--- config.mk ---
export PLATFORM = sky130hd
export DESIGN_NAME = odo_round_key_sequencer
export DESIGN_NICKNAME = d
export VERILOG_FILES = /design/src/rtl/odo_key_pkg.sv /design/src/rtl/odo_period_counter.sv /design/src/rtl/odo_round_key_sequencer.sv
export SDC_FILE = /design/constraint.sdc
export NUM_CORES = 1
export LEC_CHECK = 0
export CAP_MARGIN = 20
export CORE_ASPECT_RATIO = 0.6
export CORE_MARGIN = 2
export CORE_UTILIZATION = 55
export CTS_BUF_LIST = sky130_fd_sc_hd__clkbuf_4 sky130_fd_sc_hd__clkbuf_8
export CTS_CLUSTER_DIAMETER = 100
export DETAILED_ROUTE_END_ITERATION = 7
export GPL_ROUTABILITY_DRIVEN = 0
export HOLD_SLACK_MARGIN = 0.12
export PLACE_DENSITY = 0.94
export SETUP_SLACK_MARGIN = 0.1
export SLEW_MARGIN = 20
export SYNTH_ARGS = -nofsm -noshare
export SYNTH_HDL_FRONTEND = slang
export SYNTH_SLANG_ARGS = --single-unit
--- constraint.sdc ---
create_clock -name clk -period 4.46 [get_ports clk]
set_input_delay 0.892 -clock clk [delete_from_list [all_inputs] [get_ports clk]]
set_output_delay 0.892 -clock clk [all_outputs]
set_load 0.01 [all_outputs]
--- src/rtl/odo_key_pkg.sv ---
// Shared constants and FSM state codes for the round-key sequencer.
package odo_key_pkg;

  // Key schedule periods are numbered 0..PERIOD_MAX and wrap.
  localparam int NUM_PERIODS = 9;
  localparam int PERIOD_MAX  = NUM_PERIODS - 1;

  // Default datapath widths.
  localparam int KEY_W    = 10;
  localparam int PERIOD_W = 4;

  // Sequencer state encoding.
  typedef logic [2:0] state_t;
  localparam state_t S_IDLE    = 3'd0;
  localparam state_t S_FETCH   = 3'd1;
  localparam state_t S_WAIT    = 3'd2;
  localparam state_t S_PRESENT = 3'd3;
  localparam state_t S_DONE    = 3'd4;

endpackage

--- src/rtl/odo_period_counter.sv ---
// Modulo-9 period index counter with synchronous load and increment.
// Load wins over increment. period_next is the wrapped successor of the
// current value, which lets the sequencer drive the ROM address for the
// next round on the same edge the counter advances.
module odo_period_counter #(
  parameter int PERIOD_W = odo_key_pkg::PERIOD_W
) (
  input  logic                clk,
  input  logic                rst_n,
  input  logic                load,
  input  logic [PERIOD_W-1:0] load_value,
  input  logic                inc,
  output logic [PERIOD_W-1:0] period,
  output logic [PERIOD_W-1:0] period_next
);
  import odo_key_pkg::*;

  // Wrapped successor: PERIOD_MAX rolls back to period 0.
  assign period_next = (period == PERIOD_W'(PERIOD_MAX)) ? '0 : period + 1'b1;

  // Period register: load a new base or step to the successor.
  always_ff @(posedge clk or negedge rst_n) begin
    if (!rst_n) begin
      // NOTE: clocked state uses non-blocking assignments so every register
      // samples pre-edge values; blocking here would create order races.
      period <= '0;
    end else if (load) begin
      period <= load_value;
    end else if (inc) begin
      period <= period_next;
    end
  end

endmodule

--- src/rtl/odo_round_key_sequencer.sv ---
// Round-key sequencer: walks the external registered key ROM starting at a
// base period, presents one key per round through a valid/ready handshake,
// and flags the final key. The ROM address is registered on entry to FETCH,
// so the ROM data is settled by the time WAIT captures it.
module odo_round_key_sequencer #(
  parameter int KEY_W    = odo_key_pkg::KEY_W,
  parameter int PERIOD_W = odo_key_pkg::PERIOD_W
) (
  input  logic                clk,
  input  logic                rst_n,
  input  logic                start,
  input  logic [PERIOD_W-1:0] base_period,
  input  logic [4:0]          num_rounds,
  input  logic                abort,
  output logic [PERIOD_W-1:0] rom_period,
  input  logic [KEY_W-1:0]    rom_key,
  output logic [KEY_W-1:0]    key,
  output logic [PERIOD_W-1:0] key_period,
  output logic                key_valid,
  input  logic                key_ready,
  output logic                key_last,
  output logic                busy,
  output logic                done,
  output logic                err
);
  import odo_key_pkg::*;

  state_t              state;
  logic [4:0]          rounds_total;
  logic [4:0]          round_idx;
  logic [PERIOD_W-1:0] period;
  logic [PERIOD_W-1:0] period_next;

  logic period_ok;
  logic accept;
  logic handshake;
  logic advance;

  assign period_ok = (base_period <= PERIOD_W'(PERIOD_MAX));
  assign accept    = (state == S_IDLE) && start && period_ok && (num_rounds != 5'd0);
  // Abort beats a same-cycle handshake, so the handshake is qualified here.
  assign handshake = (state == S_PRESENT) && key_valid && key_ready && !abort;
  assign advance   = handshake && !key_last;

  odo_period_counter #(
    .PERIOD_W (PERIOD_W)
  ) u_period_counter (
    .clk         (clk),
    .rst_n       (rst_n),
    .load        (accept),
    .load_value  (base_period),
    .inc         (advance),
    .period      (period),
    .period_next (period_next)
  );

  // Sequencer FSM together with the registered outputs it owns.
  always_ff @(posedge clk or negedge rst_n) begin
    if (!rst_n) begin
      state        <= S_IDLE;
      rom_period   <= '0;
      key          <= '0;
      key_period   <= '0;
      key_valid    <= 1'b0;
      key_last     <= 1'b0;
      busy         <= 1'b0;
      done         <= 1'b0;
      err          <= 1'b0;
      rounds_total <= '0;
      round_idx    <= '0;
    end else begin
      // done and err are single-cycle pulses unless re-asserted below.
      done <= 1'b0;
      err  <= 1'b0;

      if ((state != S_IDLE) && abort) begin
        state     <= S_IDLE;
        key_valid <= 1'b0;
        key_last  <= 1'b0;
        busy      <= 1'b0;
      end else begin
        case (state)
          S_IDLE: begin
            if (start) begin
              if (!period_ok) begin
                err <= 1'b1;
              end else if (num_rounds == 5'd0) begin
                state <= S_DONE;
                done  <= 1'b1;
              end else begin
                state        <= S_FETCH;
                busy         <= 1'b1;
                rounds_total <= num_rounds;
                round_idx    <= '0;
                rom_period   <= base_period;
              end
            end
          end

          // Address is already on rom_period; give the ROM its cycle.
          S_FETCH: begin
            state <= S_WAIT;
          end

          S_WAIT: begin
            key        <= rom_key;
            key_period <= period;
            key_last   <= (round_idx == rounds_total - 5'd1);
            key_valid  <= 1'b1;
            state      <= S_PRESENT;
          end

          S_PRESENT: begin
            if (handshake) begin
              key_valid <= 1'b0;
              key_last  <= 1'b0;
              if (key_last) begin
                state <= S_DONE;
                done  <= 1'b1;
                busy  <= 1'b0;
              end else begin
                state      <= S_FETCH;
                round_idx  <= round_idx + 5'd1;
                rom_period <= period_next;
              end
            end
          end

          S_DONE: begin
            state <= S_IDLE;
          end

          default: begin
            state     <= S_IDLE;
            key_valid <= 1'b0;
            key_last  <= 1'b0;
            busy      <= 1'b0;
          end
        endcase
      end
    end
  end

endmodule

==> flow_summary.json <==
{
  "status": "complete, no violations",
  "cts_made_buffers": 5,
  "clock_skew_ps": 6.166,
  "cts_tree": "done",
  "die_w_um": 81.67,
  "synthArstFlopShare_pct": 100.0,
  "tns_ps": 0,
  "antenna_left": 0,
  "final_max_slew_viol_count": 0,
  "rsz0062_at_grt": "false",
  "fin_crit_sh_pct": 67.64,
  "syn_area_um2": 1991,
  "coreArea_um2": 3363,
  "root_buffer": "clkbuf_8",
  "firstDrtPassIters": 4,
  "drive_above_1_share_pct": 17.81,
  "grt_usage_pct": 26.31,
  "die_y_um": 50.60,
  "die_area_um2": 4132,
  "start_util_pct": 59.19,
  "intPower_mw": 1.055,
  "clkLatencyLatePin_ps": 300,
  "diodes": 0,
  "drtIter0Drc": 87,
  "min-delay-start": "busy$_DFFE_PN0P_",
  "switchingPower_uw": 526.7,
  "p_leak_nw": 1.109,
  "hpwl_mm": 3.511,
  "synthDistinctLibCells": 45,
  "fin_nets": 246,
  "post-place-cells": 256,
  "rows": 16,
  "crit_required_ps": 4620,
  "worstMarginPinSlew_ps": 937.5,
  "syn-num-nets": 197,
  "routedWlPerCell_um": 18.38,
  "crit_start": "abort",
  "syn_inst": 169,
  "cp.arrival_ps": 3170,
  "ioPinCount": 47,
  "area_growth_pct": 29.98,
  "synth_edf_count": 0,
  "relSlewSlack_pct": 37.03,
  "yosysSeqAreaShare_pct": 50.28,
  "grt_pass1_vias": 1572,
  "antenna_found_initial": 0,
  "pwr-share-seq_pct": 39.4,
  "period_minus_slack_ps": 3017,
  "cts_hold_buf": 0,
  "criticalPathCategory": "input pin to flip-flop",
  "endpoint_kind": "flip-flop",
  "multiInputGateArea_um2": 937.1,
  "ys.flop_type": "dfrtp_1",
  "cts_sinks": 40,
  "startpoint_type": "input pin",
  "setup_viol": 0,
  "num-fill-cells": 213,
  "synth-seq-cells": 40,
  "regToRegStartpoint": "state[1]$_DFFE_PN0P_",
  "fin_cells": 264,
  "ys_warn_count": 0,
  "comb_power_share_pct": 41.6,
  "cts.repair.resized": 0,
  "via_count": 1539,
  "cts_max_level": 2,
  "regArea_um2": 1001,
  "powerDensity_nw_per_um2": 611.3,
  "avgViaCountPerCell": 5.830,
  "avgSynthCellArea_um2": 11.78,
  "io_buffers": 46,
  "worstHoldPathCells": 1,
  "grt_pass1_wl_mm": 7.831,
  "ir_worst_vdd_mv": 0.3941,
  "clk_pin_slew_ps": 80,
  "hold_violations": 0,
  "cp_max_fo": 16,
  "grt_overflow": 0,
  "grt_max_degree": 41,
  "wl_mm": 4.853,
  "post_cts_buffers": 0,
  "hold_class": "flip-flop to flip-flop",
  "maxClockFrequency_mhz": 331.5,
  "cts_buffer_depth": 2,
  "pwr-share-clk_pct": 19.0,
  "switching_share_pct": 33.30,
  "drc": 0,
  "r2r_cells": 4,
  "maxCapViolCount": 0
}
layer usage:
| metal | vias up | share of wire, % | GRT usage, % | wire length [µm] |
|---|---|---|---|---|
| li1 | 707 | - | - | - |
| met1 | 753 | 44 | 35.39 | 2131 |
| met2 | 66 | 47 | 40.98 | 2266 |
| met3 | 13 | 6.9 | 6.835 | 337 |
| met4 | 0 | 2.4 | 10.00 | 118 |
| met5 | - | 0 | 0 | 0 |
cell families (layout without fill, tap and decap cells):
logic type               count (synthesis)  in the layout  share of synthesized area [%]
XOR/XNOR                                 8              8                          3.519
AND/OR/NAND/NOR                         51             51                          15.46
AO/OA/AOI/OAI                           36             36                          14.33
adder cells (fa/ha/maj)                  4              4                          2.514
buffers and inverters                   11             61                          2.640
multiplexers                            19             19                          11.25
flip-flops                              40             40                          50.28
flip-flops by register name, indices dropped and copies added (netlist names), 3 cells and up:
register	cells
rounds_total	5
state	3
round_idx	5
u_period_counter.period	4
key_period	4
rom_period	4
key	10
Yosys cell counts (3+ instances only):
library cell	count	area, µm²
a21oi_1	6	30.03
a2bb2oi_1	3	26.28
dfrtp_1	40	1001
ha_1	4	50.05
inv_1	7	26.28
mux2_2	14	157.7
mux2_4	3	45.04
nand2_1	14	52.55
nand2b_1	4	25.02
nand3_1	3	15.01
nor2_1	12	45.04
o21ai_0	7	35.03
o31ai_1	3	22.52
xnor2_1	4	35.03
xor2_1	4	35.03
placed cells by master, fill, tap and decap left out, drive strengths merged, types with 2 or more instances in the layout:
cell	netlist	layout
clkdlybuf4s50	0	45
inv	7	7
nand4	2	2
o32ai	2	2
nand2b	5	5
a2bb2oi	3	3
nand3	3	3
a21oi	6	6
nor3	2	2
nor2b	3	3
o221a	2	2
o2bb2ai	2	2
xnor2	4	4
ha	4	4
nand2	14	14
nor2	14	14
mux2	18	18
and2	3	3
xor2	4	4
o21ai	9	9
o31ai	3	3
dfrtp	40	40
a32o	2	2
clkbuf	1	6
a21o	2	2
worst max-delay path, cell delays in order:
cell             delay (ps)
clkdlybuf4s50_1         560
nor4_4                  760
o311ai_0                430
o41ai_1                 530
cell type report:
class                           count  share of cell area [%]
Inverter                            7                   1.015
Tap cell                           45                   2.176
Multi-Input combinational cell    118                   36.22
Sequential cell                    40                   38.68
Timing Repair Buffer               46                   17.60
Clock buffer                        6                   2.950
Clock inverter                      2                   1.354
worst paths after layout:
path,to,slack [ps]
hold reg to reg,busy$_DFFE_PN0P_,500
setup / recovery,key_last$_DFFE_PN0P_,1440
min in group asynchronous,rom_period[0]$_DFFE_PN0P_,710
setup reg to reg,key_last$_DFFE_PN0P_,1950
max in group asynchronous,key[0]$_DFFE_PN0P_,3200
hold / removal,busy$_DFFE_PN0P_,500
power by group through the flow:
stage	combinational (mW)	sequential (mW)	clock (mW)
floorplan	0.341	0.640	0
global placement	0.626	0.624	0
detailed placement	0.648	0.627	0
CTS	0.659	0.622	0.301
global route	0.706	0.646	0.320
finish	0.657	0.624	0.301
stage by stage:
stage | instance area, µm² | hold WS, ps | setup WS, ps | power (mW) | util [%]
after detailed placement | 2476 | 494.7 | 1423 | 1.275 | 73.62
after floorplan | 1991 | 501.4 | 2260 | 0.9804 | -
after global routing | 2587 | 527.1 | 1283 | 1.672 | 76.93
after CTS | 2587 | 514.0 | 1474 | 1.583 | 76.93
after global placement | 2476 | 463.4 | 1547 | 1.250 | 73.62
final | 2587 | 502.5 | 1443 | 1.582 | 76.93
Note: power is estimated with default switching activity, not from simulation.
